==> src/rtl/stage_ctrl.sv <==
// rtl/stage_ctrl.sv - stage sequencer for a box-pushing puzzle: load, settle, play, clear, done
module stage_ctrl #(
    parameter logic [31:0] CLEAR_CYCLES = 32'd50000000
) (
    input  logic        clk,
    input  logic        rst,
    input  logic        start,
    input  logic        restart,
    input  logic        skip,
    input  logic        move_done,
    input  logic [63:0] boxes,
    input  logic [63:0] destination,
    output logic [1:0]  stage,
    output logic        load,
    output logic        playing,
    output logic        stage_clear,
    output logic        all_clear,
    output logic [9:0]  moves
);

    typedef enum logic [2:0] {
        S_IDLE,
        S_LOAD,
        S_SETTLE,
        S_PLAY,
        S_CLEAR,
        S_DONE
    } state_t;

    state_t      r_state;
    logic [1:0]  r_stage;
    logic        r_load;
    logic        r_playing;
    logic        r_stage_clear;
    logic        r_all_clear;
    logic [9:0]  r_moves;
    logic [31:0] r_clear_cnt;

    logic        w_win;
    logic        w_last_stage;
    logic [9:0]  w_moves_inc;
    logic [1:0]  w_stage_next;

    // An empty destination map never counts as solved.
    assign w_win        = (destination != 64'd0) && ((boxes & destination) == destination);
    assign w_last_stage = (r_stage == 2'd3);
    assign w_moves_inc  = (r_moves == 10'd1023) ? r_moves : r_moves + 10'd1;
    assign w_stage_next = r_stage + 2'd1;

    assign stage       = r_stage;
    assign load        = r_load;
    assign playing     = r_playing;
    assign stage_clear = r_stage_clear;
    assign all_clear   = r_all_clear;
    assign moves       = r_moves;

    // Sequencer: flags are registered alongside the state so they line up with it exactly.
    always_ff @(posedge clk) begin
        if (rst) begin
            r_state       <= S_IDLE;
            r_stage       <= 2'd0;
            r_load        <= 1'b0;
            r_playing     <= 1'b0;
            r_stage_clear <= 1'b0;
            r_all_clear   <= 1'b0;
            r_moves       <= 10'd0;
            r_clear_cnt   <= 32'd0;
        end else begin
            r_load        <= 1'b0;
            r_playing     <= 1'b0;
            r_stage_clear <= 1'b0;
            r_all_clear   <= 1'b0;
            case (r_state)
                S_IDLE: begin
                    if (start) begin
                        r_state <= S_LOAD;
                        r_stage <= 2'd0;
                        r_moves <= 10'd0;
                        r_load  <= 1'b1;
                    end
                end
                S_LOAD: begin
                    r_state <= S_SETTLE;
                end
                S_SETTLE: begin
                    // Core map only becomes valid now; the win check starts next cycle.
                    r_state   <= S_PLAY;
                    r_playing <= 1'b1;
                end
                S_PLAY: begin
                    if (restart) begin
                        r_state <= S_LOAD;
                        r_moves <= 10'd0;
                        r_load  <= 1'b1;
                    end else if (skip) begin
                        if (w_last_stage) begin
                            r_state     <= S_DONE;
                            r_all_clear <= 1'b1;
                        end else begin
                            r_state <= S_LOAD;
                            r_stage <= w_stage_next;
                            r_moves <= 10'd0;
                            r_load  <= 1'b1;
                        end
                    end else begin
                        // A move landing in the winning cycle still counts.
                        if (move_done) begin
                            r_moves <= w_moves_inc;
                        end
                        if (w_win) begin
                            r_state       <= S_CLEAR;
                            r_clear_cnt   <= CLEAR_CYCLES - 32'd1;
                            r_stage_clear <= 1'b1;
                        end else begin
                            r_playing <= 1'b1;
                        end
                    end
                end
                S_CLEAR: begin
                    if (r_clear_cnt == 32'd0) begin
                        if (w_last_stage) begin
                            r_state     <= S_DONE;
                            r_all_clear <= 1'b1;
                        end else begin
                            r_state <= S_LOAD;
                            r_stage <= w_stage_next;
                            r_moves <= 10'd0;
                            r_load  <= 1'b1;
                        end
                    end else begin
                        r_clear_cnt   <= r_clear_cnt - 32'd1;
                        r_stage_clear <= 1'b1;
                    end
                end
                S_DONE: begin
                    if (start) begin
                        r_state <= S_LOAD;
                        r_stage <= 2'd0;
                        r_moves <= 10'd0;
                        r_load  <= 1'b1;
                    end else begin
                        r_all_clear <= 1'b1;
                    end
                end
                default: begin
                    r_state <= S_IDLE;
                end
            endcase
        end
    end

endmodule

==> config.mk <==
export PLATFORM = sky130hd
export DESIGN_NAME = stage_ctrl
export DESIGN_NICKNAME = d
export VERILOG_FILES = /design/src/rtl/stage_ctrl.sv
export SDC_FILE = /design/constraint.sdc
export NUM_CORES = 1
export LEC_CHECK = 0
export ABC_AREA = 1
export BUFFER_PORTS_ARGS = -buffer_cell sky130_fd_sc_hd__buf_2
export CORE_UTILIZATION = 51
export CTS_CLUSTER_DIAMETER = 50
export DETAILED_ROUTE_END_ITERATION = 16
export GPL_TIMING_DRIVEN = 0
export PLACE_DENSITY = 0.81
export SETUP_SLACK_MARGIN = 0.5
export SYNTH_ARGS = -nofsm -noshare
export SYNTH_HDL_FRONTEND = slang
export SYNTH_SLANG_ARGS = --single-unit
==> constraint.sdc <==
create_clock -name clk -period 1.8 [get_ports clk]
set_input_delay 0.36 -clock clk [delete_from_list [all_inputs] [get_ports clk]]
set_output_delay 0.36 -clock clk [all_outputs]
set_load 0.01 [all_outputs]
==> Word level (Yosys, flattened, before mapping) <==
Cells that the tools add are included.
Widths: inputs -> output; s select.
{ "op_classes": {"n_reduce_logical": 11, "bitwise_logic": 1, "n_eq_ne": 18, "add_sub_neg": 3, "n_mux": 47} }
{ "op_table": {"columns": ["op", "n"], "rows": [
  ["$mux 32", 4],
  ["$mux 10", 7],
  ["$and 64x64->64", 1],
  ["$eq 64x64->1", 1],
  ["$pmux 32 s2", 1],
  ["$reduce_bool 64->1", 1],
  ["$logic_not 32->1", 1],
  ["$sub 32x1->32 const B", 1],
  ["$pmux 10 s3", 1],
  ["$mux 3", 6],
  ["$mux 1", 17],
  ["$pmux 3 s5", 1],
  ["$reduce_and 5->1", 3],
  ["$ne 2x2->1 const B", 6],
  ["$ne 4x4->1 const B", 3],
  ["$add 10x1->10 const B", 1],
  ["$eq 10x10->1 const B", 1],
  ["$mux 2", 5],
  ["$eq 3x2->1 const B", 2],
  ["$eq 3x3->1 const B", 2],
  ["$pmux 1 s3", 2],
  ["$pmux 2 s3", 1],
  ["$pmux 1 s2", 2],
  ["$eq 3x1->1 const B", 1],
  ["other kinds (9)", 9]
]} }
{ "word_totals": {"reg_bits": 51, "out_inout_bits": 16, "inputBits": 134, "wordCells": 88} }

==> Depth between registers and ports, before layout <==
Gate-level depths: netlist of the first run.
{ "depth": {"depth_word": 7, "ltp_mapped": 14, "ltp_nobuf": 14} }

==> Least setup slack after synthesis of the first run <==
No wires, ideal clock.
{ "synth_path": {"kind": "register to register", "from": "reg r_stage[0], in the netlist stage[0]", "to": "reg r_state[2]", "setup_time_ps": 70, "t_required_ps": 1730, "synth_period_minus_slack_ps": 1575, "setup_slack_ps": 225, "n_path_buf": 1, "path_stages_with_launch": 9, "t_arrival_ps": 1504, "cell_sequence": "dfxtp_1 -> ha_1 -> clkbuf_1 -> nor2_1 -> nor2_1 -> inv_1 -> o22ai_1 -> nand3_1 -> a21oi_1"} }
{ "synth_via": {"elab_chain_cells": 5, "elab_cells_between_ends": 6, "classes_between": "eq/ne (1); mux (5)"} }
{ "synth_lines": {"columns": ["element", "line", "rtl"], "rows": [
  ["from (decl)", "31", "logic [1:0] r_stage;"],
  ["from (signal assigned)", "101", "r_stage <= w_stage_next;"],
  ["from (signal assigned)", "126", "r_stage <= w_stage_next;"],
  ["$eq 2x2->1 (*)", "46", "assign w_last_stage = (r_stage == 2'd3);"],
  ["$mux 3 (*)", "96, 121", null],
  ["$mux 3", "95", "end else if (skip) begin"],
  ["$mux 3", "91", "if (restart) begin"],
  ["$pmux 3 s5 (*)", "73", "case (r_state)"],
  ["to (signal assigned)", "92", "r_state <= S_LOAD;"],
  ["to (signal assigned)", "97", "r_state <= S_DONE;"],
  ["to (signal assigned)", "122", "r_state <= S_DONE;"],
  ["to (decl)", "30", "state_t r_state;"]
]} }
Mark *: on every way between the ends. The rest lies on a longest branch, timed or not. The select of a mux whose other input is x is not followed.
A chain may end at the register's enable or synchronous reset.

==> Worst setup path in the final report of the first run <==
{ "layout_path": {"from": "reg r_stage[0], in the netlist stage[0]", "to": "reg r_stage[1], in the netlist stage[1]"} }
{ "layout_via": {"elab_chain_cells": 5, "elab_cells_between_ends": 7, "classes_between": "add/sub (1); eq/ne (1); mux (5)"} }
{ "layout_lines": {"columns": ["element", "line"], "rows": [
  ["$add 2x1->2 / $eq 2x2->1 (equally long branches)", "48, 46"],
  ["$mux 2 (*)", "96, 121"],
  ["$mux 2", "95"],
  ["$mux 2", "91"],
  ["$pmux 2 s3 (*)", "73"]
]} }
Marks and branches as above.

==> results.md, run 1 <==
* Status: complete, but fails checks
* Failing checks: setup timing
* Crit path arrival time at 2050 ps
* Top_reg_cell synth: dfxtp_1
* Synth Area in Adders at 1.178%
* # DRC at 0
* Leading area contributor after synthesis: dfxtp_1
* Largest net degree at the start of global routing at 16
* Drt total wl at 16910 um
* DPL Wire Length at 10950 um
* Multi-input logic area at 3344 um^2
* EDFF count, synth at 0
* First-pass GRT wire length at 24100 um
* Post-synthesis simple-gate area fraction at 47.35%
* Yosys cell types at 37
* Fin nets at 1109
* Critical path's top delay family: buffers and inverters
* Die X at 93.28 um
* Starting Density at 53.87%
* Worst min path class: flop to flop
* Max_slew headroom at 54.73%
* Asr flop ratio synth at 0%
* Root Buffer: clkbuf_8
* Req. time, crit path at 1980 ps
* Leak at 3.307 nW
* RSZ-0062 raised after global routing: yes
* Nature of the critical path endpoint: flop
* Fin Hold WS at 502.8 ps
* Post-synthesis xor/xnor area fraction at 2.886%
* Buf/Inv on CP at 3
* Post-synth top area share at 24.03%
* Per-cell routed wire length at 15.72 um
* Final critical-path share of the clock period at 104.0%
* Largest family of logic cells by synthesized area: simple AND/OR/NAND/NOR gates
* Worst IR Drop VDD at 0.3326 mV
* Std cell rows at 32
* Final setup violation count at 29
* H-tree depth at 2
* Synth Area in Compound Gates at 12.96%
* Main area contributors after synthesis: dfxtp_1 (24%), nand2_1 (21%), nor2_1 (12%)
* Clk pin slew, worst setup/hold paths at 110 ps
* Latest clock arrival within the worst-skew pair at 320 ps
* Number of max-cap violations at 0
* Critical path class: flop to flop
* Startpoint Class: flop
* Flop2flop setup slack at -70 ps
* Port Buf Inserts at 147
* Die H at 93.28 um
* Crit path max fanout at 10
* Antenna violations before repair at 2
* CTS Buf Count at 5
* Register Area at 1071 um^2
* TritonCTS clock tree: yes
* Total power at 3.140 mW
* FILL cells at 530
* Slowest stage delay, CP at 380 ps
* Via-per-instance ratio at 5.618
* Power Density at 494.8 nW/um^2
* Final Slew Violations at 0
* Most numerous cell in the Yosys netlist: nand2_1
* DR iter-0 viols at 487
* Tightest Pin Transition at 679.0 ps
* GRT Residual Overflow at 0
* F_max at 534.1 MHz
* # clock sinks at 51
* Final Hold Vio Count at 0
* Antenna-violating nets left at 0
* Seq cells post-synth at 51
* IO Pins at 150
* Bufs on Longest Clock Path at 2
* Clock skew at 16.83 ps
* Core area at 7888 um^2
* CP max stage cell: dfxtp_1
* Vias at 6045
* Post-Syn Area at 4249 um^2
* Synth warnings at 0
* GRT Util Overall at 34.47%
* Net Count, Synth at 912
* Commonest cells post-synth: nand2_1 (234), nor2_1 (141), inv_1 (104)
* Area growth syn-to-layout at 49.38%
* Die ar. at 8700 um^2
* Layout cells sized above 1 at 40.02%
* Sequential share of the synthesized area at 24.03%
* Hold Buf Count CTS at 0
* Final WS setup at -72.38 ps
* Crit path cell chain: ha_1 > clkbuf_4 > clkinvlp_4 > o22ai_1 > inv_1 > nand4_1 > nand2_1 > o21ai_1 > nor2_1
* Routability Congestion at 0.9746
* Cells after synthesis at 774
* Fin crit period at 1872 ps
* First-pass iteration count of the detailed router at 5
* Syn avg cell area at 5.490 um^2
* Vias in the first global route at 5494
* Mux cell area share after synthesis at 0%
[worst register-to-register path, stage by stage (launching register included)]
cell,delay [ps]
dfxtp_1,380
ha_1,160
clkbuf_4,230
clkinvlp_4,230
o22ai_1,230
inv_1,80
nand4_1,190
nand2_1,100
o21ai_1,100
nor2_1,50
[through the flow]
| stage | setup TNS (ps) | util, % | instances | instance area [um^2] | worst slack [ps] |
|---|---|---|---|---|---|
| after floorplan | 0 | - | 774 | 4353 | 287.8 |
| after global placement | -7965 | 66.13 | 1023 | 5216 | -266.3 |
| after detailed placement | -10020 | 66.13 | 1023 | 5216 | -345.0 |
| after CTS | 0 | 73.73 | 1057 | 5816 | 72.58 |
| after global routing | -2723 | 80.47 | 1076 | 6347 | -195.1 |
| final | -597.0 | 80.47 | 1076 | 6347 | -72.38 |
[cells by family after synthesis]
logic type / count (synthesis)
compound gates: 97
flops: 51
buf+inv: 127
fa+ha+maj: 4
simple gates: 481
xor+xnor: 14
[metal layers]
layer	wire, um	track usage, %	vias to the layer above
li1	-	-	2837
met1	6139	38.66	2736
met2	8561	62.99	385
met3	1400	5.285	87
met4	811	16.92	0
met5	0	0	-
[cell usage in the layout, fill, tap and decap left out, drive strengths merged, types with 2 or more instances in the layout]
| cell type | instances |
|---|---|
| nand3b | 3 |
| diode | 2 |
| xor2 | 7 |
| clkinvlp | 2 |
| o21bai | 2 |
| a31oi | 4 |
| nor2 | 148 |
| o22ai | 5 |
| clkbuf | 20 |
| o21ai | 31 |
| nand4 | 12 |
| and2 | 2 |
| nor3 | 6 |
| ha | 4 |
| nand2 | 234 |
| inv | 104 |
| dfxtp | 51 |
| nand3 | 69 |
| xnor2 | 7 |
| a21oi | 44 |
| buf | 195 |
| or2 | 9 |
| o2111ai | 4 |
| clkinv | 2 |
| o32ai | 3 |
[sequential cells by signal, summed over array words and instances (netlist names)]
name	cells
r_clear_cnt	32
moves	10
r_state	3
stage	2
all_clear	1
load	1
playing	1
stage_clear	1
[area by class of cell]
class / count / area share, %
multi-input combinational: 598 / 52.69
timing repair buffer: 188 / 17.43
sequential: 51 / 16.87
inverter: 106 / 7.096
buffer: 21 / 2.484
tap: 102 / 2.011
clock buffer: 6 / 1.143
clock inverter: 2 / 0.1971
antenna: 2 / 0.07885
[report_power, final]
part	switching, mW	internal (mW)
Clock	0.413	0.273
Combinational	0.769	0.461
Sequential	0.0506	1.17
Total	1.23	1.91
[worst paths after layout]
| kind | to | cells past startpoint | from |
|---|---|---|---|
| setup / recovery | stage[1]$_SDFFE_PP0P_ | 9 | stage[0]$_SDFFE_PP0P_ |
| setup reg to reg | stage[1]$_SDFFE_PP0P_ | 9 | stage[0]$_SDFFE_PP0P_ |
| hold reg to reg | moves[1]$_SDFFE_PP0P_ | 2 | moves[1]$_SDFFE_PP0P_ |
| hold / removal | moves[1]$_SDFFE_PP0P_ | 2 | moves[1]$_SDFFE_PP0P_ |
[timing repair]
| action | CTS | global route |
|---|---|---|
| cloned | 3 | 2 |
| setup buffers | 23 | 15 |
| hold endpoints to repair | 0 | 0 |
| resized for setup | 103 | 115 |
| setup endpoints to repair | 52 | 52 |
| pin swaps | 26 | 28 |
No activity file was read; power rests on OpenSTA's default activity.
==> run 2: changes to the inputs <==
- CAP_MARGIN: default -> 5
- RECOVER_POWER: default -> 100
==> run 2 against run 1 <==
  * Routed wire length down 0.23%
  * Via count increased by 0.89%
  * Cell area fell by 0.18%
  * Combinational power hardly changed
  * Setup slack worse by 7.0 ps
  * Final cell count unchanged
  * Clock power about the same
  * Maximum frequency shrank 0.37%
  * Hold slack better by 3.6 ps
  * The run still ends with setup timing left
  * Critical endpoint unchanged
  * Utilization shrank 0.14 points
  * Critical path type unchanged
  * Clock-buffer cell count is the same
  * Sequential power about the same
==> results.md, run 2 (same netlist as run 1, synthesis figures left out) <==
* H-tree depth at 2 (unchanged)
* FILL cells at 536 (+1.1%)
* Antenna-violating nets left at 0 (unchanged)
* RR Endpoint: stage[1]$_SDFFE_PP0P_
* Failing checks: setup timing
* Final WS setup at -79.42 ps (-7.036 ps)
* Via-per-instance ratio at 5.668 (+0.89%)
* Core area at 7888 um^2 (unchanged)
* IO Pins at 150 (unchanged)
* Pint at 1.899 mW (-0.46%)
* CTS Buf Count at 5 (unchanged)
* GRT Residual Overflow at 0 (unchanged)
* Startpoint Class: flop
* Nature of the critical path endpoint: flop
* Critical path class: flop to flop
* Power Density at 494.4 nW/um^2 (about the same)
* Port Buf Inserts at 147 (unchanged)
* Crit path arrival time at 2060 ps (about the same)
* Largest net degree at the start of global routing at 16 (unchanged)
* Met3 WL post-DR at 1383 um (-1.2%)
* Post-place instance area at 5216 um^2 (unchanged)
* Fin crit period at 1879 ps (+7.036 ps)
* Area growth syn-to-layout at 49.12%
* Most common cell after layout, fill and taps aside: nand2_1
* Final critical-path share of the clock period at 104.4% (+0.39 points)
* Worst-case reg-to-reg path depth at 9 (unchanged)
* Final Hold Vio Count at 0 (unchanged)
* Leak at 3.277 nW (-0.91%)
* Hold Crit Depth at 2 (unchanged)
* Drt total wl at 16870 um (-0.23%)
* Die H at 93.28 um (unchanged)
* DPL Wire Length at 10950 um (unchanged)
* Std cell rows at 32 (unchanged)
* Fin nets at 1109 (unchanged)
* Clock skew at 14.88 ps (-1.945 ps)
* Crit path max fanout at 10 (unchanged)
* Die X at 93.28 um (unchanged)
* TritonCTS clock tree: yes
* Clock share of power at 21.9% (about the same)
* F_max at 532.1 MHz (-0.37%)
* Routability Congestion at 0.9746 (unchanged)
* Most frequent cells in the layout: nand2_1 (192), buf_2 (139), nor2_1 (109), inv_1 (84), nand3_1 (62)
* Max_slew headroom at 54.88% (+0.15 points)
* Largest register FFs at 32 (unchanged)
* Worst min path class: flop to flop
* Worst Hold End: moves[2]$_SDFFE_PP0P_
* Bufs on Longest Clock Path at 2 (unchanged)
* GRT Util Overall at 34.47% (unchanged)
* Clk pin slew, worst setup/hold paths at 100 ps (about the same)
* Die ar. at 8700 um^2 (unchanged)
* Root Buffer: clkbuf_8
* Number of max-cap violations at 0 (unchanged)
* Fin Hold WS at 506.4 ps (+3.567 ps)
* Top reg by flops: r_clear_cnt
* # DRC at 0 (unchanged)
* Status: complete, but fails checks
* Combinational share of power at 39.0% (-0.2 points)
* # clock sinks at 51 (unchanged)
* Cell area after layout at 6336 um^2 (-0.18%)
* Worst IR Drop VDD at 0.3332 mV (+0.16%)
* Flop2flop setup slack at -80 ps (about the same)
* Hold Buf Count CTS at 0 (unchanged)
* Hold Crit Start: moves[2]$_SDFFE_PP0P_
* Final setup violation count at 29 (unchanged)
* First-pass GRT wire length at 24100 um (unchanged)
* Per-cell routed wire length at 15.68 um (-0.23%)
* Starting Density at 53.87% (unchanged)
* RSZ-0062 raised after global routing: yes
* Switching power share of the total at 39.38% (+0.13 points)
* Req. time, crit path at 1980 ps (about the same)
* Antenna violations before repair at 2 (unchanged)
* Vias at 6099 (+0.89%)
* Top Layer Used: met4
* Worst R2R Start: stage[0]$_SDFFE_PP0P_
* Seq pwr share at 39.0% (about the same)
* Tightest Pin Transition at 676.8 ps (-2.287 ps)
* Latest clock arrival within the worst-skew pair at 310 ps (about the same)
* Wl on met1 at 6090 um (-0.80%)
* Vias in the first global route at 5494 (unchanged)
* First-pass iteration count of the detailed router at 6 (+1)
* Wire length on met2 at 8511 um (-0.58%)
* Switch Pwr at 1.234 mW (about the same)
* Final Slew Violations at 0 (unchanged)
* DR iter-0 viols at 487 (unchanged)
* Layout cells sized above 1 at 39.09% (-0.93 points)
-- run 2: changes by cell type in the layout (fill, tap and decap cells not counted), sizes merged --
cell / previous run / this run
buf: 195 / 188
clkbuf: 20 / 27
-- run 2: how the worst max path moves through the flow --
| stage | start | end | depth (start not counted) |
|---|---|---|---|
| finish | stage[0]$_SDFFE_PP0P_ | stage[1]$_SDFFE_PP0P_ | 9 |
| global route | stage[0]$_SDFFE_PP0P_ | stage[1]$_SDFFE_PP0P_ | 9 |
| CTS | r_clear_cnt[0]$_SDFFE_PP0P_ | stage[1]$_SDFFE_PP0P_ | 10 |
| detailed placement | boxes[62] | r_clear_cnt[6]$_SDFFE_PP0P_ | 14 |
| global placement | boxes[62] | r_clear_cnt[13]$_SDFFE_PP0P_ | 14 |
| floorplan | r_clear_cnt[0]$_SDFFE_PP0P_ | moves[0]$_SDFFE_PP0P_ | 10 |
-- run 2: cell type report --
type	count	area [um^2]	area share (%)
multi-input combinational	598	3344	52.78
timing repair buffer	188	1097	17.32
sequential	51	1069	16.86
inverter	106	450.4	7.109
buffer	21	157.7	2.488
tap	102	127.6	2.014
clock buffer	6	72.57	1.145
clock inverter	2	12.51	0.1975
antenna	2	5.005	0.07899
-- run 2: critical path, cell delays in order (launching register included) --
cell        delay, ps
dfxtp_1           380
ha_1              160
clkbuf_4          230
clkinvlp_4        230
o22ai_1           220
inv_1              70
nand4_1           200
nand2_1           100
o21ai_1           110
nor2_1             50
-- run 2: power by group through the flow --
| stage | sequential, mW | clock, mW | combinational [mW] |
|---|---|---|---|
| floorplan | 1.26 | 0 | 0.545 |
| global placement | 1.24 | 0 | 0.898 |
| detailed placement | 1.25 | 0 | 0.926 |
| CTS | 1.22 | 0.682 | 1.05 |
| global route | 1.23 | 0.725 | 1.32 |
| finish | 1.22 | 0.687 | 1.22 |
-- run 2: layer usage --
metal  GRT usage (%)  vias to the layer above
met5               0                        -
met3           5.285                       97
met2           62.99                      417
met1           38.66                     2742
li1                -                     2843
met4           16.92                        0
-- run 2: metrics by stage --
stage / cells / utilization, % / setup WS [ps] / setup TNS, ps / total power, mW
5_1_grt: 1076 / 80.33 / -197.9 / -2878 / 3.277
6_report: 1076 / 80.33 / -79.42 / -707.5 / 3.133
2_1_floorplan: 774 / - / 287.8 / 0 / 1.801
4_1_cts: 1057 / 73.73 / 72.58 / 0 / 2.956
3_5_place_dp: 1023 / 66.13 / -345.0 / -10020 / 2.173
3_3_place_gp: 1023 / 66.13 / -266.3 / -7965 / 2.139
-- run 2: timing repair --
action	CTS	global route
buffers inserted	23	15
pin swaps	26	28
setup endpoints to repair	52	52
resized for setup	103	115
gates cloned	3	2
==> run 3: changes to the inputs <==
- ABC_AREA: 1 -> default
- CORE_UTILIZATION: 51 -> 48
==> run 3 against run 2 <==
  * The flow still finishes with violations (setup timing)
  * Synthesized cell count down 43%
  * Routed wire length down 9.1%
  * Sequential power up 84%
  * Critical endpoint is now stage[0]$_SDFFE_PP0P_
  * Largest cell class unchanged
==> results.md, run 3 <==
* Setup WS pre-CTS at -900.7 ps (-555.6 ps)
* Final critical-path share of the clock period at 141.1% (+37 points)
* Seq pwr share at 16.1% (-23 points)
* Post-synthesis xor/xnor area fraction at 6.408% (+3.5 points)
* Met3 usage at 5.619% (+0.33 points)
* Antenna violations before repair at 0 (-2)
* Core area at 6832 um^2 (-13%)
* Top_reg_cell synth: dfxtp_1
* Post-synthesis simple-gate area fraction at 33.50% (-14 points)
* Clk pin slew, worst setup/hold paths at 110 ps (about the same)
* Synth warnings at 0 (unchanged)
* GRT Residual Overflow at 0 (unchanged)
* Die X at 86.38 um (-7.4%)
* Worst IR Drop VDD at 2.115 mV (+530%)
* Crit path arrival time at 2720 ps (+660 ps)
* Fin crit period at 2540 ps (+660.1 ps)
* RSZ-0062 raised after global routing: yes
* Most frequent cells in the layout: buf_2 (142), inv_1 (47), nor2_1 (43), dfxtp_1 (36), buf_4 (23)
* Latest clock arrival within the worst-skew pair at 320 ps (about the same)
* GRT met1 Usage at 40.31% (+1.6 points)
* Most numerous cell in the Yosys netlist: dfxtp_1
* IO Pins at 150 (unchanged)
* First-pass GRT wire length at 20710 um (-14%)
* # DRC at 0 (unchanged)
* Final Hold Vio Count at 0 (unchanged)
* TritonCTS clock tree: yes
* Clock share of power at 6.1% (-16 points)
* Via-per-instance ratio at 6.280 (+11%)
* CTS Buf Count at 5 (unchanged)
* Antenna-violating nets left at 0 (unchanged)
* Std cell rows at 30 (-6.3%)
* Synth Area in Adders at 1.465% (+0.29 points)
* Worst min path class: input port to flop
* Sequential share of the synthesized area at 29.88% (+5.9 points)
* Setup TNS at -23710 ps (-23000 ps)
* Most Crowded Layer GR: met2
* Leak at 2.471 nW (-25%)
* Commonest cells post-synth: dfxtp_1 (51), nor2_1 (50), inv_1 (49)
* Mux cell area share after synthesis at 0.5859% (+0.59 points)
* Synth Area in Compound Gates at 20.94% (+8.0 points)
* Hold Buf Count CTS at 0 (unchanged)
* Top reg by flops: r_clear_cnt
* Fin nets at 773 (-30%)
* Crit path max fanout at 5 (-5)
* H-tree depth at 2 (unchanged)
* Fin Hold WS at 472.4 ps (-34.00 ps)
* Most common cell after layout, fill and taps aside: buf_2
* Die H at 86.38 um (-7.4%)
* Routability Congestion at 0.9916 (+1.7%)
* Failing checks: setup timing
* Status: complete, but fails checks
* Die ar. at 7461 um^2 (-14%)
* Post-synth top area share at 29.88% (+5.9 points)
* GRT Util Overall at 35.84% (+1.4 points)
* Post-Syn Area at 3417 um^2 (-20%)
* Number of max-cap violations at 0 (unchanged)
* Nature of the critical path endpoint: flop
* Vias at 4597 (-25%)
* Final WS setup at -739.6 ps (-660.1 ps)
* Final Util at 82.14% (+1.8 points)
* Clock skew at 10.62 ps (-4.263 ps)
* Asr flop ratio synth at 0% (unchanged)
* Net Count, Synth at 583 (-36%)
* Starting Density at 50.02% (-3.9 points)
* Seq cells post-synth at 51 (unchanged)
* Largest net degree at the start of global routing at 18 (+2)
* Bufs on Longest Clock Path at 2 (unchanged)
* Per-cell routed wire length at 20.95 um (+34%)
* Area growth syn-to-layout at 64.23%
* DR iter-0 viols at 536 (+10%)
* Tightest Pin Transition at 713.6 ps (+36.82 ps)
* Startpoint Class: flop
* Final setup violation count at 49 (+69%)
* First-pass iteration count of the detailed router at 5 (-1)
* Drt total wl at 15340 um (-9.1%)
* Power Density at 2494 nW/um^2 (+400%)
* Leading area contributor after synthesis: dfxtp_1
* Pint at 7.069 mW (+270%)
* Combinational share of power at 77.8% (+39 points)
* Switching power share of the total at 49.49% (+10 points)
* Post-place instance area at 4497 um^2 (-14%)
* ANT cells at 0 (-2)
* Root Buffer: clkbuf_8
* F_max at 393.8 MHz (-26%)
* Layout cells sized above 1 at 50.94% (+12 points)
* Routing usage on met2 at 66.31% (+3.3 points)
* Port Buf Inserts at 148 (+0.68%)
* Critical path class: flop to flop
* FILL cells at 402 (-25%)
* # clock sinks at 51 (unchanged)
* DPL Wire Length at 9279 um (-15%)
* Switch Pwr at 6.927 mW (+460%)
* Cell area after layout at 5612 um^2 (-11%)
* Largest family of logic cells by synthesized area: simple AND/OR/NAND/NOR gates
* EDFF count, synth at 0 (unchanged)
* Max_slew headroom at 52.43% (-2.5 points)
* Main area contributors after synthesis: dfxtp_1 (30%), nor2_1 (5.5%), inv_1 (5.4%)
* Yosys cell types at 61 (+65%)
* Syn avg cell area at 7.679 um^2 (+40%)
* Cells after synthesis at 445 (-43%)
* Final Slew Violations at 0 (unchanged)
* Largest register FFs at 32 (unchanged)
* Req. time, crit path at 1990 ps (about the same)
* Vias in the first global route at 4186 (-24%)
## run 3: cell types whose count changed in the layout (fill, tap and decap cells not counted), sizes merged, moves of 12 or more
cell	change
inv	-54
nand3	-55
nor2b	+24
a21oi	-23
o21ai	-24
nor2	-98
o22ai	+12
nor4	+32
nand2	-207
## run 3: path summary, 6_finish.rpt
check,start,end,slack [ps],depth (start not counted)
worst max-delay path,r_clear_cnt[17]$_SDFFE_PP0P_,stage[0]$_SDFFE_PP0P_,-740,8
worst max register to register,r_clear_cnt[17]$_SDFFE_PP0P_,stage[0]$_SDFFE_PP0P_,-740,8
worst min-delay path,start,all_clear$_SDFF_PP0_,470,4
worst min register to register,moves[7]$_SDFFE_PP0P_,moves[7]$_SDFFE_PP0P_,520,1
## run 3: repair_timing
action	in CTS	in global routing
resized for setup	97	52
hold endpoints to repair	0	0
buffers inserted	27	7
setup endpoints to repair	53	53
pin swaps	42	29
cloned	1	0
## run 3: final cells by class
| type | count | area, um^2 | share of cell area (%) |
|---|---|---|---|
| Multi-Input combinational cell | 331 | 2949 | 52.55 |
| Timing Repair Buffer | 183 | 1094 | 19.49 |
| Sequential cell | 51 | 1047 | 18.66 |
| Inverter | 49 | 183.9 | 3.278 |
| Tap cell | 96 | 120.1 | 2.140 |
| Buffer | 14 | 101.3 | 1.806 |
| Clock buffer | 5 | 68.82 | 1.226 |
| Clock inverter | 3 | 47.55 | 0.8473 |
## run 3: metal layers
layer  up-vias  wire, um  share of wire (%)
met2       366      7514                 49
met3       111      1442                9.4
met4         0      1053                6.9
li1       2013         -                  -
met1      2107      5328                 35
met5         -         0                  0
## run 3: kinds of logic (layout without fill, tap and decap cells)
family | count (synthesis) | in the layout
xor gates and xnor gates | 25 | 25
muxes | 2 | 2
adders and majority gates | 4 | 4
DFF | 51 | 51
buffers and inverters | 63 | 254
AOI/OAI and AO/OA | 100 | 100
and+or+nand+nor | 200 | 200
## run 3: power by group through the flow
stage | Sequential, mW | Clock (mW) | Combinational (mW)
finish | 2.25 | 0.852 | 10.9
global route | 1.88 | 0.902 | 7.75
CTS | 2.16 | 0.842 | 9.91
detailed placement | 2.08 | 0 | 6.11
global placement | 1.91 | 0 | 5.11
floorplan | 2.04 | 0 | 5.30
## run 3: critical path, stage by stage (launching register included)
cell and delay, ps:
dfxtp_1 430, nor3_2 530, nand3_1 250, nor4_4 460
buf_4 240, o21ai_4 80, nor2_2 140, mux2i_1 210
nor2_1 60
## run 3: through the flow
| step | total power [mW] | instances |
|---|---|---|
| after floorplan | 7.336 | 445 |
| after global placement | 7.019 | 689 |
| after detailed placement | 8.195 | 689 |
| after CTS | 12.92 | 725 |
| after global routing | 10.54 | 732 |
| final | 14.00 | 732 |
